## config.mk

```make
export PLATFORM = sky130hd
export DESIGN_NAME = bit_ser_add_ctrl_flat
export DESIGN_NICKNAME = d
export VERILOG_FILES = /design/src/rtl/bit_ser_add_ctrl_if.sv /design/src/rtl/bit_ser_add_ctrl.sv /design/src/flat_wrapper.sv
export SDC_FILE = /design/constraint.sdc
export NUM_CORES = 1
export LEC_CHECK = 0
export CORE_MARGIN = 2
export CORE_UTILIZATION = 52
export DETAILED_ROUTE_END_ITERATION = 10
export PLACE_DENSITY = 0.83
export SLEW_MARGIN = 5
export SYNTH_ARGS = -nofsm -noshare
export SYNTH_HDL_FRONTEND = slang
export SYNTH_SLANG_ARGS = --single-unit
```

## constraint.sdc

```tcl
create_clock -name clk -period 5.4 [get_ports clk]
set_input_delay 0.81 -clock clk [delete_from_list [all_inputs] [get_ports clk]]
set_output_delay 0.81 -clock clk [all_outputs]
set_load 0.01 [all_outputs]
```

## src/rtl/bit_ser_add_ctrl_if.sv

```systemverilog
// Requester-side bus of the bit-serial adder sequencer.
// The requester drives operands and start; the sequencer returns busy, done and the sum.
interface bit_ser_add_ctrl_if #(
  parameter int WIDTH = 8
);
  logic             start;
  logic [WIDTH-1:0] op_a;
  logic [WIDTH-1:0] op_b;
  logic             busy;
  logic             done;
  logic [WIDTH:0]   sum;

  modport master (
    output start, op_a, op_b,
    input  busy, done, sum
  );

  modport slave (
    input  start, op_a, op_b,
    output busy, done, sum
  );
endinterface

```

## src/rtl/bit_ser_add_ctrl.sv

```systemverilog
// Sequencer for the bit-serial adder: clear, shift LSB-first, capture, return sum with a done pulse.
// Define BSA_CHECK_EN to add a sticky mismatch flag fed by an internal reference adder.
module bit_ser_add_ctrl #(
  parameter int WIDTH   = 8,
  parameter int RES_LAT = 1
) (
  input  logic             clk,
  input  logic             clr_n,
  bit_ser_add_ctrl_if.slave req,
  output logic             ser_a,
  output logic             ser_b,
  output logic             add_clr_n,
  output logic             add_set_n,
  input  logic [WIDTH:0]   add_result
`ifdef BSA_CHECK_EN
  ,
  output logic             mismatch
`endif
);

  localparam int CW = $clog2(WIDTH + RES_LAT + 1);
  localparam logic [CW-1:0] SHIFT_LAST = CW'(WIDTH - 1);
  localparam logic [CW-1:0] WAIT_LAST  = CW'(RES_LAT - 1);

  typedef enum logic [2:0] {IDLE, CLEAR, SHIFT, FLUSH, WAIT, DONE} state_t;

  state_t           state_reg, state_next;
  logic [WIDTH-1:0] sh_a_reg, sh_a_next;
  logic [WIDTH-1:0] sh_b_reg, sh_b_next;
  logic [CW-1:0]    cnt_reg, cnt_next;
  logic [WIDTH:0]   sum_reg, sum_next;
  logic             ser_a_reg, ser_a_next;
  logic             ser_b_reg, ser_b_next;
  logic             add_clr_n_reg, add_clr_n_next;
  logic             add_set_n_reg, add_set_n_next;
  logic             busy_reg, busy_next;
  logic             done_reg, done_next;
  logic             accept;
  logic             capture;

  always_ff @(posedge clk or negedge clr_n) begin
    if (!clr_n) begin
      state_reg     <= IDLE;
      sh_a_reg      <= '0;
      sh_b_reg      <= '0;
      cnt_reg       <= '0;
      sum_reg       <= '0;
      ser_a_reg     <= 1'b0;
      ser_b_reg     <= 1'b0;
      add_clr_n_reg <= 1'b0;
      add_set_n_reg <= 1'b1;
      busy_reg      <= 1'b0;
      done_reg      <= 1'b0;
    end else begin
      state_reg     <= state_next;
      sh_a_reg      <= sh_a_next;
      sh_b_reg      <= sh_b_next;
      cnt_reg       <= cnt_next;
      sum_reg       <= sum_next;
      ser_a_reg     <= ser_a_next;
      ser_b_reg     <= ser_b_next;
      add_clr_n_reg <= add_clr_n_next;
      add_set_n_reg <= add_set_n_next;
      busy_reg      <= busy_next;
      done_reg      <= done_next;
    end
  end

  always_comb begin
    state_next     = state_reg;
    sh_a_next      = sh_a_reg;
    sh_b_next      = sh_b_reg;
    cnt_next       = cnt_reg;
    sum_next       = sum_reg;
    accept         = 1'b0;
    capture        = 1'b0;
    ser_a_next     = 1'b0;
    ser_b_next     = 1'b0;
    add_clr_n_next = 1'b1;
    add_set_n_next = 1'b1;
    busy_next      = 1'b0;
    done_next      = 1'b0;

    case (state_reg)
      IDLE, DONE: begin
        if (req.start) begin
          accept     = 1'b1;
          state_next = CLEAR;
          sh_a_next  = req.op_a;
          sh_b_next  = req.op_b;
        end else begin
          state_next = IDLE;
        end
      end
      CLEAR: begin
        state_next = SHIFT;
        cnt_next   = '0;
      end
      SHIFT: begin
        if (cnt_reg == SHIFT_LAST) begin
          state_next = FLUSH;
        end else begin
          cnt_next = cnt_reg + 1'b1;
        end
      end
      FLUSH: begin
        state_next = WAIT;
        cnt_next   = '0;
      end
      WAIT: begin
        if (cnt_reg == WAIT_LAST) begin
          capture    = 1'b1;
          state_next = DONE;
          sum_next   = add_result;
        end else begin
          cnt_next = cnt_reg + 1'b1;
        end
      end
      default: state_next = IDLE;
    endcase

    // Outputs are decoded from the next state so every output is a plain register.
    case (state_next)
      CLEAR: begin
        add_clr_n_next = 1'b0;
        busy_next      = 1'b1;
      end
      SHIFT: begin
        ser_a_next = sh_a_reg[0];
        ser_b_next = sh_b_reg[0];
        sh_a_next  = sh_a_reg >> 1;
        sh_b_next  = sh_b_reg >> 1;
        busy_next  = 1'b1;
      end
      FLUSH, WAIT: begin
        add_set_n_next = 1'b0;
        busy_next      = 1'b1;
      end
      DONE:    done_next = 1'b1;
      default: ;
    endcase
  end

`ifdef BSA_CHECK_EN
  logic [WIDTH:0] ref_reg;
  logic           mismatch_reg;

  always_ff @(posedge clk or negedge clr_n) begin
    if (!clr_n) begin
      ref_reg      <= '0;
      mismatch_reg <= 1'b0;
    end else begin
      if (accept) begin
        ref_reg <= {1'b0, req.op_a} + {1'b0, req.op_b};
      end
      if (capture && (add_result != ref_reg)) begin
        mismatch_reg <= 1'b1;
      end
    end
  end

  assign mismatch = mismatch_reg;
`endif

  assign ser_a     = ser_a_reg;
  assign ser_b     = ser_b_reg;
  assign add_clr_n = add_clr_n_reg;
  assign add_set_n = add_set_n_reg;
  assign req.busy  = busy_reg;
  assign req.done  = done_reg;
  assign req.sum   = sum_reg;

endmodule

```

## src/flat_wrapper.sv

```systemverilog
// flat-port wrapper written by rule: the top's interface ports become plain ports
module bit_ser_add_ctrl_flat 
#(
  parameter int WIDTH   = 8,
  parameter int RES_LAT = 1
)
  (clk, clr_n, ser_a, ser_b, add_clr_n, add_set_n, add_result, req_start, req_op_a, req_op_b, req_busy, req_done, req_sum);
  bit_ser_add_ctrl_if #(.WIDTH(WIDTH)) req_i ();
  input  logic clk;
  input  logic clr_n;
  output logic ser_a;
  output logic ser_b;
  output logic add_clr_n;
  output logic add_set_n;
  input  logic [WIDTH:0] add_result;
  input wire logic [$bits(req_i.start)-1:0] req_start;
  input wire logic [$bits(req_i.op_a)-1:0] req_op_a;
  input wire logic [$bits(req_i.op_b)-1:0] req_op_b;
  output wire logic [$bits(req_i.busy)-1:0] req_busy;
  output wire logic [$bits(req_i.done)-1:0] req_done;
  output wire logic [$bits(req_i.sum)-1:0] req_sum;
  assign req_i.start = req_start;
  assign req_i.op_a = req_op_a;
  assign req_i.op_b = req_op_b;
  assign req_busy = req_i.busy;
  assign req_done = req_i.done;
  assign req_sum = req_i.sum;
  bit_ser_add_ctrl #(.WIDTH(WIDTH), .RES_LAT(RES_LAT)) u_core (.clk(clk), .clr_n(clr_n), .req(req_i), .ser_a(ser_a), .ser_b(ser_b), .add_clr_n(add_clr_n), .add_set_n(add_set_n), .add_result(add_result));
endmodule
```

==> results_tabular.tex <==
\begin{tabular}{lr}
\hline
Metric & Value \\
\hline
\multicolumn{2}{l}{\textbf{Outcome}} \\
\quad Run status & complete, no violations \\
\multicolumn{2}{l}{\textbf{Clock tree}} \\
\quad Cts repair resizes & 0 \\
\quad Clock transition at the register clock pins on the worst setup and hold paths after CTS & 0.10 ns \\
\quad Clock root buffer & sky130\_fd\_sc\_hd\_\_clkbuf\_4 \\
\quad Deepest clock path buffer count & 2 \\
\quad Clock buffer count from CTS & 5 \\
\quad TritonCTS clock tree & done \\
\quad \# Post-CTS Setup Buffers & 0 \\
\quad Latest clock arrival within the worst-skew pair & 0.32 ns \\
\quad Number of hold-repair buffers added at the cts stage & 0 \\
\quad Number of sinks handled by clock tree synthesis & 38 \\
\quad H-tree lvl count & 2 \\
\multicolumn{2}{l}{\textbf{STA}} \\
\quad Worst-Margin Slew & 0.817 ns \\
\quad Fin Hold WS & 0.483 ns \\
\quad Rel. slew slack & 45.6\% \\
\quad Clock Skew & 0.00417 ns \\
\quad Number of pins with negative max-slew slack in the final report & 0 \\
\quad Post-layout min period & 2.18 ns \\
\quad Unrepaired setup endpoints after global routing & false \\
\quad Maximum achievable frequency & 0.459 GHz \\
\quad Ratio of final minimum period to clock period & 40.4\% \\
\quad Number of endpoints failing setup at the final stage & 0 \\
\quad Setup TNS & 0 ns \\
\quad Final hold violation count & 0 \\
\multicolumn{2}{l}{\textbf{Floorplan}} \\
\quad Width of the die & 62.2 microns \\
\quad Effective utilization at floorplan & 53.6\% \\
\quad Core box area & 0.00328 sq mm \\
\quad Total Die Area & 0.00387 sq mm \\
\quad Ports placed on the boundary & 43 \\
\quad Placement Rows & 21 \\
\quad Die Ht & 62.2 microns \\
\multicolumn{2}{l}{\textbf{Drt}} \\
\quad Number of vias after detailed routing & 1228 \\
\quad Number of remaining DRC errors & 0 \\
\quad Total routed wirelength & 3.22 mm \\
\quad Number of iterations in the first detailed-routing pass & 4 \\
\quad Routed wirelength normalized by instance count & 13.5 microns \\
\quad Count of nets left with antenna violations after detail routing & 0 \\
\quad Vias per std cell & 5.14 \\
\quad Number of DRC violations after detailed-routing iteration 0 & 40 \\
\multicolumn{2}{l}{\textbf{Placed design}} \\
\quad Total of buffers placed on input and output ports & 42 \\
\quad Placed cell area & 0.00219 sq mm \\
\quad Final weighted congestion of routability-driven global placement & 0.821 \\
\quad HPWL after detailed placement & 2.32 mm \\
\multicolumn{2}{l}{\textbf{Layout}} \\
\quad Most common cell after layout, fill and taps aside & sky130\_fd\_sc\_hd\_\_clkdlybuf4s50\_1 \\
\quad Number of nets in the layout & 224 \\
\quad Synth-to-layout area growth & 27.4\% \\
\quad Area used by sequential logic in the layout & 952 sq um \\
\quad Post-route cell area & 0.00224 sq mm \\
\quad Share of final-layout standard cells stronger than drive strength 1 & 20.2\% \\
\quad \# diodes & 0 \\
\quad Max FFs per register & 9 \\
\quad Fillers & 261 \\
\quad Combined area of the multi-input logic cells & 749 sq um \\
\quad Most frequent cells in the layout & sky130\_fd\_sc\_hd\_\_clkdlybuf4s50\_1, sky130\_fd\_sc\_hd\_\_nand2\_1, sky130\_fd\_sc\_hd\_\_dfrtp\_1 \\
\multicolumn{2}{l}{\textbf{Power}} \\
\quad Internal Power & 857 uW \\
\quad Leak Pwr & 1.04 nW \\
\quad Total net switching power & 436 uW \\
\quad Combinational fraction of design power & 49.6\% \\
\quad Clock network fraction of design power & 10.9\% \\
\quad Power per cell area & 576 mW/mm\^{}2 \\
\quad Maximum resistive drop on vdd & 271 uV \\
\quad Relative contribution of sequential cells to total power & 39.5\% \\
\quad Switching power as a share of total power & 33.7\% \\
\multicolumn{2}{l}{\textbf{Global routing}} \\
\quad Grt ovf & 0 \\
\quad Overall fraction of global-route tracks in use & 17.5\% \\
\quad Largest net degree at the start of global routing & 39 \\
\quad Initial antenna violation count & 0 \\
\quad Global routing usage on met1 & 19.2\% \\
\quad Global-route layer with the greatest usage & met2 \\
\quad Via count of the first global-routing pass & 1273 \\
\quad Met3 global-route usage & 4.89\% \\
\quad Met2 capacity usage during global routing & 31.8\% \\
\quad Wire length of the first global-routing pass & 5.40 mm \\
\multicolumn{2}{l}{\textbf{Yosys}} \\
\quad Mapped Nets & 180 \\
\quad Sequential area share after synthesis & 54.0\% \\
\quad Netlist Area Pre-Place & 0.00176 sq mm \\
\quad Share of flip-flops with an asynchronous set or reset after synthesis & 100\% \\
\quad Number of synthesis warnings & 0 \\
\quad Mapped Cells & 150 \\
\quad Number of flops mapped to enable cells by yosys & 0 \\
\quad Commonest register cell after synthesis & sky130\_fd\_sc\_hd\_\_dfrtp\_1 \\
\quad Mapped Avg Cell Area & 11.7 sq um \\
\quad Number of different library cells in the post-synthesis netlist & 29 \\
\quad Yosys reg bits & 38 \\
\multicolumn{2}{l}{\textbf{Setup path}} \\
\quad Crit Path Max Fanout & 1 \\
\quad Worst setup EP type & output pin \\
\quad Nature of the critical path startpoint & register \\
\quad Cell family with most CP delay & flip-flops \\
\quad Combined buffer and inverter count along the critical path & 1 \\
\quad Arrival time of data at the critical path endpoint & 1.37 ns \\
\quad Crit path required time & 4.59 ns \\
\quad Maximum cell stage delay along the critical path & 0.53 ns \\
\quad Crit-path cells & clkdlybuf4s50\_1 \\
\quad Startpoint of the lowest-slack register-to-register path & u\_core.cnt\_reg[0] \\
\quad Critical Path Slowest Stage Cell & sky130\_fd\_sc\_hd\_\_dfstp\_2 \\
\quad WS Path Type & reg2out \\
\quad Launch point of the worst path & u\_core.add\_set\_n \\
\multicolumn{2}{l}{\textbf{Flow run}} \\
\quad \# Max-Cap Violations & 0 \\
\multicolumn{2}{l}{\textbf{Hold path}} \\
\quad Hold wc startpoint & u\_core.req.sum[2] \\
\quad Hold Crit Class & reg2reg \\
\hline
\end{tabular}
==> cell families after synthesis <==
kind of cell / share of synthesized area (%)
AND/OR/NAND/NOR: 16.9
buffers and inverters: 3.41
AO/OA/AOI/OAI: 2.91
XOR/XNOR: 0.497
multiplexers: 20.8
adder cells (fa/ha/maj): 1.42
flip-flops: 54.0
==> synthesized netlist by cell type (all sizes together), types with 2 or more instances <==
library cell | number | area, sq um
a21oi | 2 | 21.3
buf | 4 | 37.5
nand3 | 2 | 10.0
nor2 | 3 | 11.3
o22ai | 2 | 12.5
dfrtp | 37 | 926
mux2 | 28 | 327
nand2b | 4 | 25.0
and2 | 2 | 12.5
or2b | 3 | 26.3
nand2 | 39 | 146
mux2i | 4 | 40.0
o21ai | 2 | 10.0
inv | 4 | 15.0
nand4 | 3 | 18.8
ha | 2 | 25.0
==> metrics by stage <==
stage               setup slack, ns  instances  total power [mW]  util (%)
finish                         3.22        239              1.29      68.3
global route                   3.16        239              1.39      68.3
CTS                            3.20        239              1.31      68.3
detailed placement             2.94        233              1.16      66.8
global placement               2.99        233              1.12      66.8
floorplan                      3.67        150             0.967         -
==> power by group through the flow <==
stage / combinational, mW / sequential [mW] / clock, mW
finish: 0.641 / 0.510 / 0.141
global route: 0.700 / 0.526 / 0.159
floorplan: 0.451 / 0.516 / 0
detailed placement: 0.644 / 0.516 / 0
global placement: 0.612 / 0.504 / 0
CTS: 0.650 / 0.510 / 0.146
==> final timing paths <==
path                                     end  slack (ns)  depth (start not counted)
setup / recovery                   add_set_n        3.22                          1
hold / removal             u_core.req.sum[2]        0.48                          2
setup reg to reg           u_core.req.sum[0]        3.45                          7
hold reg to reg            u_core.req.sum[2]        0.48                          2
max in group asynchronous       u_core.ser_b        4.32                          1
min in group asynchronous  u_core.cnt_reg[0]        0.57                          1
==> routing by layer <==
layer	up-vias	share of wire, %
met5	-	0
met3	2	4.4
li1	584	-
met2	31	54
met4	0	0.84
met1	611	41
==> tightest hold or removal path: cells and delay by family (launching register included) <==
| kind | cells | cell delay (ns) |
|---|---|---|
| DFF | 1 | 0.35 |
| and+or+nand+nor | 2 | 0.11 |
==> layout make-up <==
cell class,count,share of cell area [%]
repair buffers,42,18.5
multi-input cells,102,33.4
inverters,5,0.836
clock buffers,6,2.29
flip-flops and latches,38,42.4
well taps,46,2.56
Power figures use the tool's default switching activity.
